$ cat config.mk
export PLATFORM = sky130hd
export DESIGN_NAME = hex_tx_formatter
export DESIGN_NICKNAME = d
export VERILOG_FILES = /design/src/rtl/hex_tx_formatter.sv
export SDC_FILE = /design/constraint.sdc
export NUM_CORES = 1
export LEC_CHECK = 0
export CAP_MARGIN = 5
export CORE_ASPECT_RATIO = 1.2
export CORE_MARGIN = 8
export CORE_UTILIZATION = 52
export CTS_CLUSTER_SIZE = 10
export DETAILED_ROUTE_END_ITERATION = 16
export PLACE_DENSITY = 0.84
export SETUP_SLACK_MARGIN = 0.3
export SLEW_MARGIN = 20
export SYNTH_ARGS = -nofsm -noshare
export SYNTH_HDL_FRONTEND = slang
export SYNTH_SLANG_ARGS = --single-unit
$ cat constraint.sdc
create_clock -name clk -period 2.5 [get_ports clk]
set_input_delay 0.5 -clock clk [delete_from_list [all_inputs] [get_ports clk]]
set_output_delay 0.5 -clock clk [all_outputs]
set_load 0.02 [all_outputs]
$ cat src/rtl/hex_tx_formatter.sv
// Purpose: formats binary words as ASCII hex lines (prefix, digits MSB first, line end) for a TX FIFO.
// Latency: word accepted at edge N, first byte offered in cycle N+1, one byte per cycle when not full.
// Backpressure: send = ~full; while full the current byte is held stable and nothing advances.
module hex_tx_formatter #(
    parameter int          DATA_W   = 16,
    parameter logic [7:0]  PREFIX   = 8'h00,
    parameter bit          EOL_CRLF = 1'b1,
    parameter bit          UPPER    = 1'b1
) (
    input  logic              clk,
    input  logic              rst,
    input  logic              in_valid,
    input  logic [DATA_W-1:0] in_data,
    output logic              in_ready,
    input  logic              full,
    output logic              send,
    output logic [7:0]        data_in,
    output logic              busy
);

    localparam int NIB   = DATA_W / 4;
    localparam int CNT_W = (NIB > 1) ? $clog2(NIB) : 1;
    localparam logic [CNT_W-1:0] CNT_LAST = CNT_W'(NIB - 1);

    typedef enum logic [2:0] {
        S_IDLE = 3'd0,
        S_PRE  = 3'd1,
        S_DIG  = 3'd2,
        S_CR   = 3'd3,
        S_LF   = 3'd4
    } state_t;

    state_t            state_q, state_d;
    logic [DATA_W-1:0] shreg_q, shreg_d;
    logic [CNT_W-1:0]  cnt_q,   cnt_d;

    // A byte leaves only when a line is in progress and the FIFO has room.
    logic xfer;
    assign xfer = (state_q != S_IDLE) && !full;

    // Nibble to ASCII; letter case chosen at elaboration.
    function automatic logic [7:0] hex_ascii(input logic [3:0] n);
        logic [7:0] n8;
        n8 = {4'h0, n};
        if (n < 4'd10) begin
            return 8'h30 + n8;
        end
        return (UPPER ? 8'h41 : 8'h61) + n8 - 8'd10;
    endfunction

    // State, shift register and digit counter; reset aborts any partial line.
    always_ff @(posedge clk or posedge rst) begin
        if (rst) begin
            state_q <= S_IDLE;
            shreg_q <= '0;
            cnt_q   <= '0;
        end else begin
            state_q <= state_d;
            shreg_q <= shreg_d;
            cnt_q   <= cnt_d;
        end
    end

    // Next-state: accept in IDLE, otherwise advance one step per transferred byte.
    always_comb begin
        state_d = state_q;
        shreg_d = shreg_q;
        cnt_d   = cnt_q;
        case (state_q)
            S_IDLE: begin
                if (in_valid) begin
                    shreg_d = in_data;
                    cnt_d   = CNT_LAST;
                    state_d = (PREFIX != 8'h00) ? S_PRE : S_DIG;
                end
            end
            S_PRE: begin
                if (xfer) begin
                    state_d = S_DIG;
                end
            end
            S_DIG: begin
                if (xfer) begin
                    shreg_d = shreg_q << 4;
                    cnt_d   = cnt_q - 1'b1;
                    if (cnt_q == '0) begin
                        state_d = EOL_CRLF ? S_CR : S_LF;
                    end
                end
            end
            S_CR: begin
                if (xfer) begin
                    state_d = S_LF;
                end
            end
            S_LF: begin
                if (xfer) begin
                    state_d = S_IDLE;
                end
            end
            default: begin
                state_d = S_IDLE;
            end
        endcase
    end

    // Outputs: byte decoded straight from state/shreg so it stays stable during a stall.
    always_comb begin
        in_ready = 1'b0;
        busy     = 1'b1;
        send     = !full;
        data_in  = 8'h00;
        case (state_q)
            S_IDLE: begin
                in_ready = 1'b1;
                busy     = 1'b0;
                send     = 1'b0;
            end
            S_PRE:   data_in = PREFIX;
            S_DIG:   data_in = hex_ascii(shreg_q[DATA_W-1 -: 4]);
            S_CR:    data_in = 8'h0D;
            S_LF:    data_in = 8'h0A;
            default: begin
                busy = 1'b0;
                send = 1'b0;
            end
        endcase
    end

endmodule

==> flow_metrics.env <==
export IMPL_worstSetupPathType="flop to output port"
export IMPL_synth_cell_types=33
export IMPL_synth_top_cell_area_share_pct=42.2
export IMPL_power_leakage_nw=0.760
export IMPL_gp_congestion=0.812
export IMPL_maxCapViolCount=0
export IMPL_clkPwrFrac_pct=7.5
export IMPL_synthCells=109
export IMPL_diodes=0
export IMPL_die_x_um=60.7
export IMPL_path_max_fanout=3
export IMPL_hold_violations=0
export IMPL_hold_buffers=0
export IMPL_cts_root_buf="clkbuf_4"
export IMPL_cts_sinks=21
export IMPL_worstMarginPinSlew_ns=0.802
export IMPL_dp_hpwl_um=2150
export IMPL_dpl_cell_area_sq_um=1530
export IMPL_h_tree_depth=1
export IMPL_syn_to_final_growth_pct=27.0
export IMPL_irDropWorstVdd_v=0.000846
export IMPL_synth_nets=131
export IMPL_nets=166
export IMPL_ios=31
export IMPL_grt_max_degree=22
export IMPL_dieArea_sq_um=4230
export IMPL_rows=19
export IMPL_yosysSeqAreaShare_pct=42.2
export IMPL_clock_skew_ns=0.00554
export IMPL_port_buffer_count=29
export IMPL_worst_skew_pair_late_latency_ns=0.30
export IMPL_wl_met3_um=72
export IMPL_drt_initial_drc_count=19
export IMPL_setup_viol=0
export IMPL_first_pass_iters=4
export IMPL_core_area_sq_um=2280
export IMPL_die_y_um=69.6
export IMPL_comb_power_share_pct=65.0
export IMPL_cp_start_kind="flop"
export IMPL_dr_wl_met2_um=1630
export IMPL_cp_data_required_time_ns=2.00
export IMPL_status="completed"
export IMPL_yosys_register_bits=21
export IMPL_vias_per_cell=5.28
export IMPL_drv_slew=0
export IMPL_drc=0
export IMPL_mostFrequentLayoutCell="clkdlybuf4s50_1"
export IMPL_wl_met1_um=1140
export IMPL_track_usage_pct=13.7
export IMPL_slew_headroom_pct=46.5
export IMPL_cts_tree="yes"
export IMPL_post_drt_wl_per_cell_um=16.4
export IMPL_rsz0062_at_grt="yes"
export IMPL_grt_overflow=0
export IMPL_hold_class="flop to flop"
export IMPL_clock_path_buffers=2
export IMPL_top_layer="met4"
export IMPL_grt_pass1_vias=967
export IMPL_finalInstanceArea_sq_um=1580
export IMPL_start_util_pct=54.6
export IMPL_syn_area_sq_um=1250
export IMPL_fin_tns_setup_ns=0
export IMPL_cts_inserted_buffers=3
export IMPL_clk_pin_slew_worst_paths_ns=0.12
export IMPL_swShare_pct=42.2
export IMPL_cp_data_arrival_time_ns=1.65
export IMPL_end_kind="output port"
export IMPL_internal_power_mw=1.27
export IMPL_power_frac_seq_pct=27.5
export IMPL_yosys_warnings=0
export IMPL_drtAntennaViolNets=0
export IMPL_final_cell_mix="clkdlybuf4s50_1, dfrtp_1, mux2_2, inv_1"
export IMPL_period_share_pct=85.8
export IMPL_drive_above_1_share_pct=27.3
export IMPL_power_density_nw_per_um2=1390
export IMPL_fin_crit_ns=2.15
export IMPL_fmax_mhz=466
export IMPL_power_switching_mw=0.926
export IMPL_grt_pass1_wl_um=4510
export IMPL_routed_wl_um=2850
export IMPL_postSynthAreaPerCell_sq_um=11.4
export IMPL_yosysTopAreaCell="dfrtp_1"
export IMPL_synthTopCellsByArea="dfrtp_1, mux2_2, mux2_4, mux2i_1, buf_6"
export IMPL_antenna_found_initial=0
export IMPL_vias=919
-- power by group through the flow --
stage	Sequential, mW	Clock, mW	Combinational (mW)
after CTS	0.611	0.165	1.39
after global placement	0.598	0	1.41
after global routing	0.619	0.183	1.54
final	0.603	0.164	1.43
after detailed placement	0.611	0	1.47
after floorplan	0.549	0	1.10
-- critical path, cell delays in order, from the launching register on --
cell     delay [ns]
dfrtp_1        0.42
inv_1          0.10
ha_1           0.23
a211o_1        0.29
a21oi_1        0.14
buf_2          0.18
-- synth_stat cells --
master	number
nand2_1	4
and4b_1	1
nand2b_1	1
conb_1	1
inv_1	8
o21ai_0	3
a31oi_1	1
a21oi_1	7
a22o_1	4
and2b_1	1
dfrtp_1	21
nor3_1	2
xnor2_1	2
buf_4	1
o21a_2	1
nand4_1	1
a32o_1	1
mux2_2	10
nor2b_1	3
buf_6	4
ha_1	2
and2_1	4
nor3b_4	1
mux2_1	3
o22ai_1	1
a211oi_1	1
a211o_1	1
or2b_1	1
buf_2	1
nor2_1	3
mux2i_1	6
mux2_4	7
or2_2	1
-- logic make-up after synthesis --
logic type / count (synthesis) / synth area share (%)
AO/OA/AOI/OAI: 20 / 10.6
XOR/XNOR: 2 / 1.41
adder cells (fa/ha/maj): 2 / 2.01
buffers and inverters: 14 / 7.03
flip-flops: 21 / 42.2
multiplexers: 26 / 25.0
other: 1 / 0.301
AND/OR/NAND/NOR: 23 / 11.4
-- stage by stage --
stage / setup WS [ns] / utilization [%] / hold WS, ns / power (mW) / std cells
2_1_floorplan: 0.660 / - / 0.467 / 1.65 / 109
3_3_place_gp: 0.236 / 67.2 / 0.490 / 2.01 / 165
3_5_place_dp: 0.194 / 67.2 / 0.494 / 2.08 / 165
4_1_cts: 0.164 / 68.1 / 0.524 / 2.17 / 169
5_1_grt: 0.254 / 69.4 / 0.542 / 2.34 / 174
6_report: 0.355 / 69.4 / 0.528 / 2.19 / 174
-- layout make-up --
cell class | instances | area, sq um
fillers | 193 | 699
multi-input cells | 74 | 636
flip-flops and latches | 21 | 529
repair buffers | 36 | 322
well taps | 31 | 38.8
inverters | 8 | 30.0
clock buffers | 3 | 22.5
clock inverters | 1 | 5.00
-- state kept, by name, indices dropped and copies added (netlist names) --
register	cells
shreg_q	16
cnt_q	2
state_q	3
-- final timing paths --
kind / slack, ns / cells past startpoint / to / from
setup / recovery: 0.35 / 5 / data_in[1] / shreg_q[13]
hold / removal: 0.53 / 1 / shreg_q[8] / shreg_q[8]
setup reg to reg: 0.71 / 5 / shreg_q[6] / state_q[2]
hold reg to reg: 0.53 / 1 / shreg_q[8] / shreg_q[8]
max in group asynchronous: 1.31 / 2 / state_q[1] / rst
min in group asynchronous: 0.64 / 2 / shreg_q[2] / rst
-- layer usage --
layer	track usage [%]	vias up
met5	0	-
li1	-	447
met4	3.12	0
met3	2.41	2
met1	15.7	452
met2	24.6	18
-- what timing repair did --
item	4_1_cts	5_1_grt
endpoints found under the setup margin	10	5
gates cloned	0	0
gates resized for setup	21	7
setup buffers	0	5
Power figures use the tool's default switching activity.
